[config.mk]
export PLATFORM = sky130hd
export DESIGN_NAME = clock_timekeeper_flat
export DESIGN_NICKNAME = d
export VERILOG_FILES = /design/src/rtl/clock_timekeeper_if.sv /design/src/rtl/clock_timekeeper.sv /design/src/flat_wrapper.sv
export SDC_FILE = /design/constraint.sdc
export NUM_CORES = 1
export LEC_CHECK = 0
export CAP_MARGIN = 5
export CORE_AREA = 2 2 92 94
export CTS_CLUSTER_SIZE = 40
export DETAILED_ROUTE_END_ITERATION = 8
export DIE_AREA = 0 0 94 96
export GPL_TIMING_DRIVEN = 0
export PLACE_DENSITY = 0.69
export SLEW_MARGIN = 10
export SYNTH_ARGS = -nofsm -noshare
export SYNTH_HDL_FRONTEND = slang
export SYNTH_SLANG_ARGS = --single-unit
[constraint.sdc]
create_clock -name i_clk -period 5.7 [get_ports i_clk]
set_clock_uncertainty 0.15 [all_clocks]
set_input_delay 1.14 -clock i_clk [delete_from_list [all_inputs] [get_ports i_clk]]
set_output_delay 1.14 -clock i_clk [all_outputs]
set_load 0.05 [all_outputs]
[src/rtl/clock_timekeeper_if.sv]
// Control strobes into and time display out of the 12-hour timekeeper.
interface clock_timekeeper_if;
  logic       i_ena;
  logic       i_wr;
  logic       i_input_pulse;
  logic       i_inc_pulse;
  logic       i_dec_pulse;
  logic       o_clock_pulse;
  logic [7:0] o_hh;
  logic [7:0] o_mm;
  logic [7:0] o_ss;
  logic       o_pm;
  logic [1:0] o_sel;

  modport master (
    output i_ena, i_wr, i_input_pulse, i_inc_pulse, i_dec_pulse,
    input  o_clock_pulse, o_hh, o_mm, o_ss, o_pm, o_sel
  );

  modport slave (
    input  i_ena, i_wr, i_input_pulse, i_inc_pulse, i_dec_pulse,
    output o_clock_pulse, o_hh, o_mm, o_ss, o_pm, o_sel
  );
endinterface

[src/rtl/clock_timekeeper.sv]
// 12-hour BCD time-of-day keeper with a one-second prescaler and a set mode
// for editing hh/mm/ss/meridiem through inc/dec/advance strobes.
module clock_timekeeper #(
  parameter int unsigned CLK_HZ = 100_000_000
) (
  input logic              i_clk,
  input logic              i_reset_n,
  clock_timekeeper_if.slave bus
);

  localparam int unsigned PW = (CLK_HZ > 2) ? $clog2(CLK_HZ) : 1;
  localparam logic [PW-1:0] PRE_TC  = PW'(CLK_HZ - 1);
  localparam logic [PW-1:0] PRE_ONE = PW'(1);

  logic [PW-1:0] pre_q, pre_d;
  logic [7:0]    hh_q, hh_d;
  logic [7:0]    mm_q, mm_d;
  logic [7:0]    ss_q, ss_d;
  logic          pm_q, pm_d;
  logic [1:0]    sel_q, sel_d;
  logic          pulse_q, pulse_d;

  function automatic logic [7:0] inc60(input logic [7:0] v);
    logic [7:0] r;
    if (v == 8'h59)             r = 8'h00;
    else if (v[3:0] == 4'd9)    r = {v[7:4] + 4'd1, 4'd0};
    else                        r = {v[7:4], v[3:0] + 4'd1};
    return r;
  endfunction

  function automatic logic [7:0] dec60(input logic [7:0] v);
    logic [7:0] r;
    if (v == 8'h00)             r = 8'h59;
    else if (v[3:0] == 4'd0)    r = {v[7:4] - 4'd1, 4'd9};
    else                        r = {v[7:4], v[3:0] - 4'd1};
    return r;
  endfunction

  // Hours live in 01..12; 09<->10 is the only tens-digit crossing.
  function automatic logic [7:0] inc12(input logic [7:0] v);
    logic [7:0] r;
    if (v == 8'h12)             r = 8'h01;
    else if (v == 8'h09)        r = 8'h10;
    else                        r = {v[7:4], v[3:0] + 4'd1};
    return r;
  endfunction

  function automatic logic [7:0] dec12(input logic [7:0] v);
    logic [7:0] r;
    if (v == 8'h01)             r = 8'h12;
    else if (v == 8'h10)        r = 8'h09;
    else                        r = {v[7:4], v[3:0] - 4'd1};
    return r;
  endfunction

  always_comb begin
    pre_d   = pre_q;
    hh_d    = hh_q;
    mm_d    = mm_q;
    ss_d    = ss_q;
    pm_d    = pm_q;
    sel_d   = sel_q;
    pulse_d = 1'b0;
    if (bus.i_ena) begin
      if (bus.i_wr) begin
        pre_d = '0;
        if (bus.i_input_pulse) sel_d = sel_q + 2'd1;
        // Edits act on the selection held before this cycle's advance.
        if (bus.i_inc_pulse ^ bus.i_dec_pulse) begin
          unique case (sel_q)
            2'd0: hh_d = bus.i_inc_pulse ? inc12(hh_q) : dec12(hh_q);
            2'd1: mm_d = bus.i_inc_pulse ? inc60(mm_q) : dec60(mm_q);
            2'd2: ss_d = bus.i_inc_pulse ? inc60(ss_q) : dec60(ss_q);
            2'd3: pm_d = ~pm_q;
          endcase
        end
      end else begin
        sel_d = 2'd0;
        if (pre_q == PRE_TC) begin
          pre_d   = '0;
          pulse_d = 1'b1;
          ss_d    = inc60(ss_q);
          if (ss_q == 8'h59) begin
            mm_d = inc60(mm_q);
            if (mm_q == 8'h59) begin
              hh_d = inc12(hh_q);
              if (hh_q == 8'h11) pm_d = ~pm_q;
            end
          end
        end else begin
          pre_d = pre_q + PRE_ONE;
        end
      end
    end
  end

  always_ff @(posedge i_clk or negedge i_reset_n) begin
    if (!i_reset_n) begin
      pre_q   <= '0;
      hh_q    <= 8'h12;
      mm_q    <= 8'h00;
      ss_q    <= 8'h00;
      pm_q    <= 1'b0;
      sel_q   <= 2'd0;
      pulse_q <= 1'b0;
    end else begin
      pre_q   <= pre_d;
      hh_q    <= hh_d;
      mm_q    <= mm_d;
      ss_q    <= ss_d;
      pm_q    <= pm_d;
      sel_q   <= sel_d;
      pulse_q <= pulse_d;
    end
  end

  assign bus.o_clock_pulse = pulse_q;
  assign bus.o_hh          = hh_q;
  assign bus.o_mm          = mm_q;
  assign bus.o_ss          = ss_q;
  assign bus.o_pm          = pm_q;
  assign bus.o_sel         = sel_q;

endmodule

[src/flat_wrapper.sv]
// flat-port wrapper written by rule: the top's interface ports become plain ports
module clock_timekeeper_flat 
#(
  parameter int unsigned CLK_HZ = 100_000_000
)
  (i_clk, i_reset_n, bus_i_ena, bus_i_wr, bus_i_input_pulse, bus_i_inc_pulse, bus_i_dec_pulse, bus_o_clock_pulse, bus_o_hh, bus_o_mm, bus_o_ss, bus_o_pm, bus_o_sel);
  clock_timekeeper_if bus_i ();
  input logic i_clk;
  input logic i_reset_n;
  input wire logic [$bits(bus_i.i_ena)-1:0] bus_i_ena;
  input wire logic [$bits(bus_i.i_wr)-1:0] bus_i_wr;
  input wire logic [$bits(bus_i.i_input_pulse)-1:0] bus_i_input_pulse;
  input wire logic [$bits(bus_i.i_inc_pulse)-1:0] bus_i_inc_pulse;
  input wire logic [$bits(bus_i.i_dec_pulse)-1:0] bus_i_dec_pulse;
  output wire logic [$bits(bus_i.o_clock_pulse)-1:0] bus_o_clock_pulse;
  output wire logic [$bits(bus_i.o_hh)-1:0] bus_o_hh;
  output wire logic [$bits(bus_i.o_mm)-1:0] bus_o_mm;
  output wire logic [$bits(bus_i.o_ss)-1:0] bus_o_ss;
  output wire logic [$bits(bus_i.o_pm)-1:0] bus_o_pm;
  output wire logic [$bits(bus_i.o_sel)-1:0] bus_o_sel;
  assign bus_i.i_ena = bus_i_ena;
  assign bus_i.i_wr = bus_i_wr;
  assign bus_i.i_input_pulse = bus_i_input_pulse;
  assign bus_i.i_inc_pulse = bus_i_inc_pulse;
  assign bus_i.i_dec_pulse = bus_i_dec_pulse;
  assign bus_o_clock_pulse = bus_i.o_clock_pulse;
  assign bus_o_hh = bus_i.o_hh;
  assign bus_o_mm = bus_i.o_mm;
  assign bus_o_ss = bus_i.o_ss;
  assign bus_o_pm = bus_i.o_pm;
  assign bus_o_sel = bus_i.o_sel;
  clock_timekeeper #(.CLK_HZ(CLK_HZ)) u_core (.i_clk(i_clk), .i_reset_n(i_reset_n), .bus(bus_i));
endmodule
==> out/qor.yml <==
outcome:
  outcome: "complete, no violations"
global_route:
  gr-total-overflow: 0
  grt_pass1_vias: 3420
  grt_usage: 0.2236
  antenna_found_initial: 0
  grt_max_degree: 56
  grt_first_pass_wirelength_mm: 16.30
finish:
  nNetsFinal: 510
  antennaDiodeCount: 0
  multi_input_area_um2: 2354
  final-instance-count-excl-fill: 583
  layout_commonest_cell: "dfrtp_1"
  drive_gt1_frac: 0.06695
  fillerInstances: 756
  final_cell_mix: "53 x dfrtp_1, 45 x nor2_1, 36 x nand2_1"
  area.sequential_um2: 1379
  syn_to_final_growth_pct: 14.37
clock_tree:
  cts_tree: "built"
  root_buffer: "clkbuf_8"
  clock_path_buffers: 2
  insertion_delay_ns: 0.31
  cts_resized: 0
  cts_setup_buffers: 0
  ctsHoldBuffers: 0
  cts.clk_slew.worst_paths_ns: 0.11
  numCtsBuffers: 5
  htreeDepth: 2
  clkSinkCount: 55
yosys:
  synth-edff-count: 0
  syn_area_per_cell_um2: 8.884
  yosys.area.top_type_share: 0.3416
  ys_warn_count: 0
  netlist_area_um2: 3882
  yosys_register_bits: 55
  yosysSeqAreaShare: 0.3551
  synth.net_count: 470
  ys_types: 68
  async_flop_share: 1.000
  yosys.area.top_type: "dfrtp_1"
  synth_area_leaders: "dfrtp_1 34%, ha_1 8.4%, nor2_1 4.4%"
  postSynthCellCount: 437
  ys.flop_type: "dfrtp_1"
sta:
  setup-tns-final_ns: 0
  rsz0062_at_grt: "false"
  hold_violations: 0
  period_minus_slack_ns: 3.453
  timing.fmax_mhz: 289.6
  tightestPinTransition_ns: 0.8356
  relSlewSlack: 0.4430
  maxSlewViolCount: 0
  setup_violations: 0
  period_share: 0.6058
floorplan:
  pin_count: 35
  die_h_um: 96
  core_area_um2: 8051
  die_area_um2: 9024
  core.rowCount: 33
  die_x_um: 94
  initial_core_util: 0.4822
worst_setup_path:
  crit_family: "buffers and inverters"
  start_kind: "input pin"
  reg2reg_depth: 7
  max_stage_delay_ns: 0.58
  worstPathArrival_ns: 3.46
  crit_fanout: 10
  critPathRequiredTime_ns: 5.71
  cp.depth: 7
  critical_path_class: "in2reg"
  end_kind: "flip-flop"
  crit_path_top_delay_cell: "clkdlybuf4s50_1"
  path_cells: "clkdlybuf4s50_1 > nor2b_1 > clkbuf_1 > buf_2 > nor2_1 > nor3_1 > o22ai_1"
  critPathBufInv: 3
power_and_ir_drop:
  share_comb_of_total_power: 0.466
  p_clk_frac: 0.162
  power_frac_seq: 0.372
  power.leakage_nw: 1.904
  power.internal_uw: 798.5
  switching_share: 0.4495
  ir_drop_uv: 256.4
  p_per_area_nw_per_um2: 326.6
  switchingPower_uw: 651.9
placement:
  portBuffers: 33
  post-dp-hpwl_mm: 6.609
  dp_cells: 575
  gp_congestion: 0.9023
detailed_routing:
  drtIter0Drc: 140
  avgRoutedWirePerCell_um: 15.70
  wirelength_mm: 9.156
  drc: 0
  ant_nets: 0
  drtPass1Iterations: 4
  viasPerCell: 5.794
  vias: 3378
run:
  drv_cap: 0
min_path:
  holdPathStages: 1
  hp-class: "reg2reg"
==> logic make-up after synthesis <==
kind of cell | Yosys count | synth area share
AND/OR/NAND/NOR | 187 | 0.2765
AO/OA/AOI/OAI | 102 | 0.1798
flip-flops | 55 | 0.3551
buffers and inverters | 39 | 0.03867
adder cells (fa/ha/maj) | 26 | 0.08379
XOR/XNOR | 23 | 0.05188
multiplexers | 5 | 0.01418
==> final timing paths <==
check	start	to	slack [ns]
max in group asynchronous	i_reset_n	u_core.bus.o_ss[4]	4.21
worst max register to register	u_core.bus.o_ss[5]	u_core.bus.o_mm[6]	3.05
worst min-delay path	u_core.bus.o_pm	u_core.bus.o_pm	0.34
worst min register to register	u_core.bus.o_pm	u_core.bus.o_pm	0.34
min in group asynchronous	i_reset_n	u_core.pre_q[23]	0.72
worst max-delay path	bus_i_wr	u_core.bus.o_ss[5]	2.25
==> power groups by stage <==
stage | clock [mW] | combinational [mW] | sequential [mW]
after floorplan | 0 | 0.333 | 0.685
after global placement | 0 | 0.659 | 0.545
after detailed placement | 0 | 0.673 | 0.545
after CTS | 0.244 | 0.676 | 0.539
after global routing | 0.261 | 0.755 | 0.555
final | 0.234 | 0.676 | 0.540
==> worst reg2reg max path: cells and delay by family, from the launching register on <==
kind / cells / cell delay [ns]
AND/OR/NAND/NOR: 3 / 1.18
flip-flops: 1 / 0.44
AO/OA/AOI/OAI: 2 / 0.44
buffers and inverters: 1 / 0.14
adder cells (fa/ha/maj): 1 / 0.20
==> flip-flops by register name, indices dropped and copies added, names as in the netlist <==
register and flops:
u_core.pre_q 27, u_core.bus.o_clock_pulse 1, u_core.bus.o_pm 1, u_core.bus.o_hh 8, u_core.bus.o_mm 8, u_core.bus.o_ss 8
u_core.bus.o_sel 2
==> layer usage <==
layer	up-vias	global-route usage	routed length, µm
li1	1681	-	-
met3	6	0.02506	256
met2	69	0.3875	4544
met5	-	0	0
met1	1622	0.2975	4259
met4	0	0.06159	95
==> synthesized netlist by cell type (6+ instances only) <==
| cell | n |
|---|---|
| o21ai_0 | 27 |
| and3_1 | 8 |
| dfrtp_1 | 53 |
| clkbuf_1 | 15 |
| o31ai_1 | 9 |
| a21oi_1 | 17 |
| xor2_1 | 19 |
| nor3_1 | 12 |
| ha_1 | 26 |
| nor2_1 | 45 |
| a31oi_1 | 6 |
| inv_1 | 21 |
| nand2_1 | 36 |
| nor2b_1 | 6 |
| nand3_1 | 23 |
| nand4_1 | 10 |
==> cell type report <==
class                           count  share of cell area
Inverter                           21             0.01775
Clock inverter                      2            0.003663
Buffer                             18             0.01606
Clock buffer                        6             0.01860
Multi-Input combinational cell    343              0.5300
Timing Repair Buffer               33             0.07382
Sequential cell                    55              0.3105
Tap cell                          105             0.02959
==> through the flow <==
stage	utilization	setup slack, ns	total power [mW]	instance area, µm²	hold slack, ns
2_1_floorplan	-	3.028	1.018	3882	0.3516
3_3_place_gp	0.5395	1.496	1.204	4344	0.3113
3_5_place_dp	0.5392	1.922	1.218	4342	0.3351
4_1_cts	0.5515	2.255	1.459	4441	0.3549
5_1_grt	0.5515	2.035	1.571	4441	0.3988
6_report	0.5515	2.247	1.450	4441	0.3432
No activity file was read; power rests on OpenSTA's default activity.
